**src/rtl/lsu_if.sv**
```systemverilog
// -----------------------------------------------------------------------------
// lsu_if -- bundle of the core-side request/response channel and the
// memory-side request/data channel of the load/store unit.
//
//   Core side   : req_valid/req_ready handshake with write, size, unsigned,
//                 addr and wdata qualifiers; resp_valid pulse with rdata/error.
//   Memory side : mem_req held until mem_gnt, with we/addr/wstrb/wdata;
//                 mem_rvalid/mem_rdata return path for loads.
//
// Modports:
//   master -- the environment (core + memory) driving requests and memory
//             responses.
//   slave  -- the LSU itself.
// -----------------------------------------------------------------------------
interface lsu_if;
  logic        req_valid;
  logic        req_ready;
  logic        req_write;
  logic [1:0]  req_size;
  logic        req_unsigned;
  logic [31:0] req_addr;
  logic [31:0] req_wdata;

  logic        resp_valid;
  logic [31:0] resp_rdata;
  logic        resp_error;

  logic        mem_req;
  logic        mem_we;
  logic [31:0] mem_addr;
  logic [3:0]  mem_wstrb;
  logic [31:0] mem_wdata;
  logic        mem_gnt;
  logic        mem_rvalid;
  logic [31:0] mem_rdata;

  modport master (
    output req_valid, req_write, req_size, req_unsigned, req_addr, req_wdata,
    output mem_gnt, mem_rvalid, mem_rdata,
    input  req_ready, resp_valid, resp_rdata, resp_error,
    input  mem_req, mem_we, mem_addr, mem_wstrb, mem_wdata
  );

  modport slave (
    input  req_valid, req_write, req_size, req_unsigned, req_addr, req_wdata,
    input  mem_gnt, mem_rvalid, mem_rdata,
    output req_ready, resp_valid, resp_rdata, resp_error,
    output mem_req, mem_we, mem_addr, mem_wstrb, mem_wdata
  );
endinterface

```
**src/rtl/lsu.sv**
```systemverilog
// -----------------------------------------------------------------------------
// lsu -- single-outstanding load/store unit.
//
// Accepts one access from the core in IDLE, checks alignment/size, issues a
// word-aligned memory request with byte strobes and lane-replicated store
// data, waits for read data on loads, and returns a one-cycle response with
// sign/zero-extended load data or an error flag (misaligned, illegal size,
// or no handshake within TIMEOUT cycles).
//
// Ports:
//   clk    -- clock, rising edge
//   rst_n  -- asynchronous active-low reset
//   bus    -- lsu_if.slave: core request/response and memory channels
//
// Parameters:
//   TIMEOUT -- cycles allowed in REQ (for mem_gnt) or WAIT (for mem_rvalid)
//              before an error response; must be >= 1.
// -----------------------------------------------------------------------------
module lsu #(
  parameter int unsigned TIMEOUT = 255
) (
  input logic   clk,
  input logic   rst_n,
  lsu_if.slave  bus
);

  localparam int unsigned CNT_W = (TIMEOUT > 1) ? $clog2(TIMEOUT) : 1;

  typedef enum logic [1:0] {IDLE, REQ, WAIT, RESP} state_t;

  state_t state, next_state;

  // Registered request and response fields; every mem_* output comes from here.
  logic             we_q;
  logic [1:0]       size_q;
  logic             unsigned_q;
  logic [1:0]       addr_lo_q;
  logic [31:0]      mem_addr_q;
  logic [3:0]       wstrb_q;
  logic [31:0]      wdata_q;
  logic [31:0]      rdata_q;
  logic             err_q;
  logic [CNT_W-1:0] cnt_q;

  logic        req_ready, resp_valid, mem_req;
  logic        accept, timeout_hit;
  logic        acc_err;
  logic [3:0]  acc_strb;
  logic [31:0] acc_wdata;
  logic [7:0]  ld_byte;
  logic [15:0] ld_half;
  logic [31:0] ld_ext;

  assign accept      = bus.req_valid && req_ready;
  // Counter holds the number of cycles already spent in REQ/WAIT, so the
  // last permitted cycle is the one where it reads TIMEOUT-1.
  assign timeout_hit = (cnt_q == CNT_W'(TIMEOUT - 1));

  // Accept-time decode: error detection, byte strobes, lane replication.
  always_comb begin
    // NOTE: every signal gets a default before the case so no path leaves it
    // unassigned; a missing default here would infer a latch.
    acc_err   = 1'b0;
    acc_strb  = 4'b1111;
    acc_wdata = bus.req_wdata;
    case (bus.req_size)
      2'b00: begin
        acc_strb  = 4'b0001 << bus.req_addr[1:0];
        acc_wdata = {4{bus.req_wdata[7:0]}};
      end
      2'b01: begin
        acc_err   = bus.req_addr[0];
        acc_strb  = 4'b0011 << bus.req_addr[1:0];
        acc_wdata = {2{bus.req_wdata[15:0]}};
      end
      2'b10:   acc_err = |bus.req_addr[1:0];
      default: acc_err = 1'b1;
    endcase
  end

  // Load-data lane extraction and extension from the registered size/offset.
  always_comb begin
    case (addr_lo_q)
      2'b01:   ld_byte = bus.mem_rdata[15:8];
      2'b10:   ld_byte = bus.mem_rdata[23:16];
      2'b11:   ld_byte = bus.mem_rdata[31:24];
      default: ld_byte = bus.mem_rdata[7:0];
    endcase
    ld_half = addr_lo_q[1] ? bus.mem_rdata[31:16] : bus.mem_rdata[15:0];
    case (size_q)
      2'b00:   ld_ext = unsigned_q ? {24'h0, ld_byte} : {{24{ld_byte[7]}}, ld_byte};
      2'b01:   ld_ext = unsigned_q ? {16'h0, ld_half} : {{16{ld_half[15]}}, ld_half};
      default: ld_ext = bus.mem_rdata;
    endcase
  end

  // FSM: state register.
  always_ff @(posedge clk or negedge rst_n) begin
    // NOTE: sequential state uses non-blocking assignments so every register
    // samples pre-edge values regardless of process evaluation order.
    if (!rst_n) state <= IDLE;
    else        state <= next_state;
  end

  // FSM: next-state logic. mem_rvalid is looked at only in WAIT.
  always_comb begin
    next_state = state;
    unique case (state)
      IDLE: if (accept) next_state = acc_err ? RESP : REQ;
      REQ: begin
        if (bus.mem_gnt)      next_state = we_q ? RESP : WAIT;
        else if (timeout_hit) next_state = RESP;
      end
      WAIT: if (bus.mem_rvalid || timeout_hit) next_state = RESP;
      RESP: next_state = IDLE;
      default: next_state = IDLE;
    endcase
  end

  // FSM: outputs decoded from state only. req_ready is also gated by rst_n so
  // it is low for the whole reset, not just after the first edge.
  always_comb begin
    req_ready  = (state == IDLE) && rst_n;
    mem_req    = (state == REQ);
    resp_valid = (state == RESP);
  end

  // Cycle counter: cleared on entry to REQ/WAIT, counts while resident there.
  always_ff @(posedge clk or negedge rst_n) begin
    if (!rst_n) begin
      cnt_q <= '0;
    end else if ((next_state == REQ  && state != REQ) ||
                 (next_state == WAIT && state != WAIT)) begin
      cnt_q <= '0;
    end else if (state == REQ || state == WAIT) begin
      cnt_q <= cnt_q + CNT_W'(1);
    end
  end

  // Request capture and response data. rdata is cleared at accept so stores,
  // errors and timeouts all respond with zero data.
  always_ff @(posedge clk or negedge rst_n) begin
    if (!rst_n) begin
      we_q       <= 1'b0;
      size_q     <= 2'b00;
      unsigned_q <= 1'b0;
      addr_lo_q  <= 2'b00;
      mem_addr_q <= '0;
      wstrb_q    <= 4'b0000;
      wdata_q    <= '0;
      rdata_q    <= '0;
      err_q      <= 1'b0;
    end else if (accept) begin
      we_q       <= bus.req_write;
      size_q     <= bus.req_size;
      unsigned_q <= bus.req_unsigned;
      addr_lo_q  <= bus.req_addr[1:0];
      mem_addr_q <= {bus.req_addr[31:2], 2'b00};
      wstrb_q    <= bus.req_write ? acc_strb : 4'b0000;
      wdata_q    <= bus.req_write ? acc_wdata : 32'h0;
      rdata_q    <= '0;
      err_q      <= acc_err;
    end else if (state == WAIT && bus.mem_rvalid) begin
      rdata_q    <= ld_ext;
    end else if (timeout_hit && ((state == REQ  && !bus.mem_gnt) ||
                                 (state == WAIT && !bus.mem_rvalid))) begin
      err_q      <= 1'b1;
    end
  end

  assign bus.req_ready  = req_ready;
  assign bus.resp_valid = resp_valid;
  assign bus.resp_rdata = rdata_q;
  assign bus.resp_error = err_q;
  assign bus.mem_req    = mem_req;
  assign bus.mem_we     = we_q;
  assign bus.mem_addr   = mem_addr_q;
  assign bus.mem_wstrb  = wstrb_q;
  assign bus.mem_wdata  = wdata_q;

endmodule

```
**src/flat_wrapper.sv**
```systemverilog
// flat-port wrapper written by rule: the top's interface ports become plain ports
module lsu_flat 
#(
  parameter int unsigned TIMEOUT = 255
)
  (clk, rst_n, bus_req_valid, bus_req_write, bus_req_size, bus_req_unsigned, bus_req_addr, bus_req_wdata, bus_mem_gnt, bus_mem_rvalid, bus_mem_rdata, bus_req_ready, bus_resp_valid, bus_resp_rdata, bus_resp_error, bus_mem_req, bus_mem_we, bus_mem_addr, bus_mem_wstrb, bus_mem_wdata);
  lsu_if bus_i ();
  input logic clk;
  input logic rst_n;
  input wire logic [$bits(bus_i.req_valid)-1:0] bus_req_valid;
  input wire logic [$bits(bus_i.req_write)-1:0] bus_req_write;
  input wire logic [$bits(bus_i.req_size)-1:0] bus_req_size;
  input wire logic [$bits(bus_i.req_unsigned)-1:0] bus_req_unsigned;
  input wire logic [$bits(bus_i.req_addr)-1:0] bus_req_addr;
  input wire logic [$bits(bus_i.req_wdata)-1:0] bus_req_wdata;
  input wire logic [$bits(bus_i.mem_gnt)-1:0] bus_mem_gnt;
  input wire logic [$bits(bus_i.mem_rvalid)-1:0] bus_mem_rvalid;
  input wire logic [$bits(bus_i.mem_rdata)-1:0] bus_mem_rdata;
  output wire logic [$bits(bus_i.req_ready)-1:0] bus_req_ready;
  output wire logic [$bits(bus_i.resp_valid)-1:0] bus_resp_valid;
  output wire logic [$bits(bus_i.resp_rdata)-1:0] bus_resp_rdata;
  output wire logic [$bits(bus_i.resp_error)-1:0] bus_resp_error;
  output wire logic [$bits(bus_i.mem_req)-1:0] bus_mem_req;
  output wire logic [$bits(bus_i.mem_we)-1:0] bus_mem_we;
  output wire logic [$bits(bus_i.mem_addr)-1:0] bus_mem_addr;
  output wire logic [$bits(bus_i.mem_wstrb)-1:0] bus_mem_wstrb;
  output wire logic [$bits(bus_i.mem_wdata)-1:0] bus_mem_wdata;
  assign bus_i.req_valid = bus_req_valid;
  assign bus_i.req_write = bus_req_write;
  assign bus_i.req_size = bus_req_size;
  assign bus_i.req_unsigned = bus_req_unsigned;
  assign bus_i.req_addr = bus_req_addr;
  assign bus_i.req_wdata = bus_req_wdata;
  assign bus_i.mem_gnt = bus_mem_gnt;
  assign bus_i.mem_rvalid = bus_mem_rvalid;
  assign bus_i.mem_rdata = bus_mem_rdata;
  assign bus_req_ready = bus_i.req_ready;
  assign bus_resp_valid = bus_i.resp_valid;
  assign bus_resp_rdata = bus_i.resp_rdata;
  assign bus_resp_error = bus_i.resp_error;
  assign bus_mem_req = bus_i.mem_req;
  assign bus_mem_we = bus_i.mem_we;
  assign bus_mem_addr = bus_i.mem_addr;
  assign bus_mem_wstrb = bus_i.mem_wstrb;
  assign bus_mem_wdata = bus_i.mem_wdata;
  lsu #(.TIMEOUT(TIMEOUT)) u_core (.clk(clk), .rst_n(rst_n), .bus(bus_i));
endmodule
```
**config.mk**
```make
export PLATFORM = sky130hd
export DESIGN_NAME = lsu_flat
export DESIGN_NICKNAME = d
export VERILOG_FILES = /design/src/rtl/lsu_if.sv /design/src/rtl/lsu.sv /design/src/flat_wrapper.sv
export SDC_FILE = /design/constraint.sdc
export NUM_CORES = 1
export LEC_CHECK = 0
export CORE_MARGIN = 5
export CORE_UTILIZATION = 65
export DETAILED_ROUTE_END_ITERATION = 7
export DONT_BUFFER_PORTS = 1
export PLACE_DENSITY = 0.81
export SETUP_SLACK_MARGIN = 0.2
export SKIP_CTS_REPAIR_TIMING = 1
export SLEW_MARGIN = 20
export SYNTH_ARGS = -nofsm -noshare
export SYNTH_HDL_FRONTEND = slang
export SYNTH_SLANG_ARGS = --single-unit
```
**constraint.sdc**
```tcl
create_clock -name clk -period 4.5 [get_ports clk]
set_input_delay 0.45 -clock clk [delete_from_list [all_inputs] [get_ports clk]]
set_output_delay 0.45 -clock clk [all_outputs]
set_load 0.02 [all_outputs]
```
==> results.txt <==
Outcome: complete, no violations
Iter 0 DRT Violations: 262
First-pass GRT wire length: 21,400 µm
Post-DP HPWL: 9880 µm
Worst Reg2Reg Path Length in Cells: 8
Global-route met1 utilization: 33.1%
Fin crit share: 58.2%
Initial antenna violation count: 0
GPL Wtd Cong: 0.847
LEAKAGE: 2.91 nW
Worst vdd ir: 0.000422 V
Final setup violation count: 0
Mean area per synthesized cell: 9.38 µm²
Ys flop type: dfrtp_1
Max Slew Vio Count: 0
Relative slew slack: 34.9%
Max-cap violations: 0
Flop2flop setup slack: 1880 ps
Tightest Pin Transition: 976 ps
CTS tree: done
Pre-CTS setup slack: 1860 ps
CP arrival: 2990 ps
WHS Endpoint: u_core.bus.mem_addr[19]
RSZ-0062 raised after global routing: no
Startpoint types: flip-flop
Via count: 4,244
Crit path required time: 4870 ps
Mapped cell area: 5620 µm²
DRT antenna net count: 0
Hold path start: bus_req_addr[19]
Port buffer count: 0
Ranking of synthesized cells by area: dfrtp_1 51%, nand2_1 11%, a22o_1 3.9%, mux2_2 3.0%, nor2_1 2.7%
Initial core utilization: 65.7%
Gr busiest metal: met2
DRC Markers: 0
Yosys top cell area share: 51.2%
CTS sink cnt: 115
Worst reg2reg startpoint: u_core.state[0]
Vias/cell: 6.06
Std-Cell Core Area: 8550 µm²
Area Overhead vs Synth: 10.6%
Clk_skew: 10.4 ps
Clk_lat worst skew: 510 ps
Die area: 10,600 µm²
Synth warn: 0
Pwr Total: 4.91 mW
Clock Path Buffers: 2
Fin crit period: 2620 ps
Reg area: 2880 µm²
Final Hold Violating Endpoints: 0
Met2 usage: 41.1%
Most frequent cells after synthesis: 169 x nand2_1, 115 x dfrtp_1, 41 x nor2_1
Post-synthesis async set-or-reset flop share: 100%
F_max: 382 MHz
Worst-path clk slew: 60 ps
Cell count after synthesis: 599
Hold WS: 36.4 ps
CTS Root Cell: clkbuf_8
Overall Global Routing Usage: 26.4%
Top-count cell post-synth: nand2_1
H-tree depth: 4
Met3 Use GR: 10.4%
Number of library cell types mapped by synthesis: 47
Power Dens Cells: 790 nW/µm²
Largest net degree at the start of global routing: 120
HP Class: input port to flip-flop
I/O pin cnt: 210
WL/cell: 20.1 µm
Seq cells post-synth: 115
Vert. Die Dim: 103 µm
# rows: 34
Post-synth EDFFs: 0
Filler instances: 597
Die width: 103 µm
Crit path kind: flip-flop to flip-flop
TritonCTS buffer count: 17
Worst-path fanout max: 62
Initial DRT Pass Iterations: 7
Nets: 693
Worst flop-to-flop path endpoint: u_core.cnt_q[2]
Grt total ovfl: 0
Area leader, netlist: dfrtp_1
CP endpoint kind: flip-flop
Final WL: 14,100 µm
Seq/Total Area, Yosys: 51.2%
Multi-input logic area: 2500 µm²
Share of cells above drive strength 1: 11.1%
Ant. Diodes: 0
Final WS setup: 1880 ps
Vias in the first global route: 4,138
Setup TNS: 0 ps
Hold path cells: 2
## sequential cells by signal, summed over array words and instances, names as in the netlist
signal                 cells
u_core.addr_lo_q           2
u_core.bus.mem_addr       30
u_core.bus.mem_wdata      32
u_core.bus.mem_we          1
u_core.bus.mem_wstrb       4
u_core.bus.resp_error      1
u_core.bus.resp_rdata     32
u_core.cnt_q               8
u_core.size_q              2
u_core.state               2
u_core.unsigned_q          1
## kinds of logic after synthesis
group           Yosys count  synth area share [%]
simple gates            280                  21.8
flops                   115                  51.2
compound gates          103                  14.1
buf+inv                  59                  4.61
mux                      26                  5.28
fa+ha+maj                 8                  1.78
xor+xnor                  7                  1.09
other cells               1                0.0667
## cell type report
cell class              instances  area share (%)
well taps                     108            2.17
repair buffers                  4           0.846
flip-flops and latches        115            46.3
inverters                      16           0.966
clock buffers                  18            6.89
clock inverters                13            2.58
multi-input cells             426            40.2
## metal layers
layer	wire [µm]	vias to the layer above
met1	5270	2015
met3	1610	19
met4	296	0
met2	6900	212
li1	-	1998
met5	0	-
## worst max-delay path, cell delays in order (launching register included)
cell and delay [ps]:
dfrtp_1 410, inv_1 150, ha_1 280, and3_2 200, buf_4 530, o32ai_2 170
a21oi_2 210, nor3b_4 390, nor3_1 120
## layout by cell type (no fill, tap or decap), types with 4 or more instances in the layout
| cell | n |
|---|---|
| nand2_1 | 169 |
| dfrtp_1 | 114 |
| nor2_1 | 41 |
| a22o_1 | 25 |
| inv_1 | 16 |
| o21ai_0 | 16 |
| nor2b_1 | 16 |
| o31ai_1 | 16 |
| clkbuf_16 | 16 |
| mux2_2 | 15 |
| nand3_1 | 13 |
| a21oi_1 | 13 |
| nand2b_1 | 10 |
| nor3_1 | 9 |
| mux2i_1 | 9 |
| a31oi_1 | 8 |
| o221ai_1 | 8 |
| ha_1 | 8 |
| nor3b_1 | 7 |
| a2111oi_0 | 7 |
| nand4_1 | 5 |
| clkinvlp_4 | 5 |
| xor2_1 | 4 |
## power breakdown
group | switching, mW | internal, mW
Sequential | 0.975 | 1.49
Clock | 0.471 | 0.852
Combinational | 0.641 | 0.482
## worst max path at each step
stage                               start               to  cells after the start
after floorplan           u_core.state[1]  u_core.cnt_q[0]                      7
after global placement    u_core.state[0]  u_core.cnt_q[2]                      8
after detailed placement  u_core.state[0]  u_core.cnt_q[2]                      8
after CTS                 u_core.state[0]  u_core.cnt_q[2]                      8
after global routing      u_core.state[0]  u_core.cnt_q[5]                      8
final                     u_core.state[0]  u_core.cnt_q[2]                      8
## metrics by stage
stage	cells	area, µm²	utilization, %
finish	700	6210	72.7
global route	700	6210	72.7
CTS	698	6180	72.2
detailed placement	667	5590	65.3
global placement	667	5590	65.3
floorplan	600	5620	-
Power figures use the tool's default switching activity.
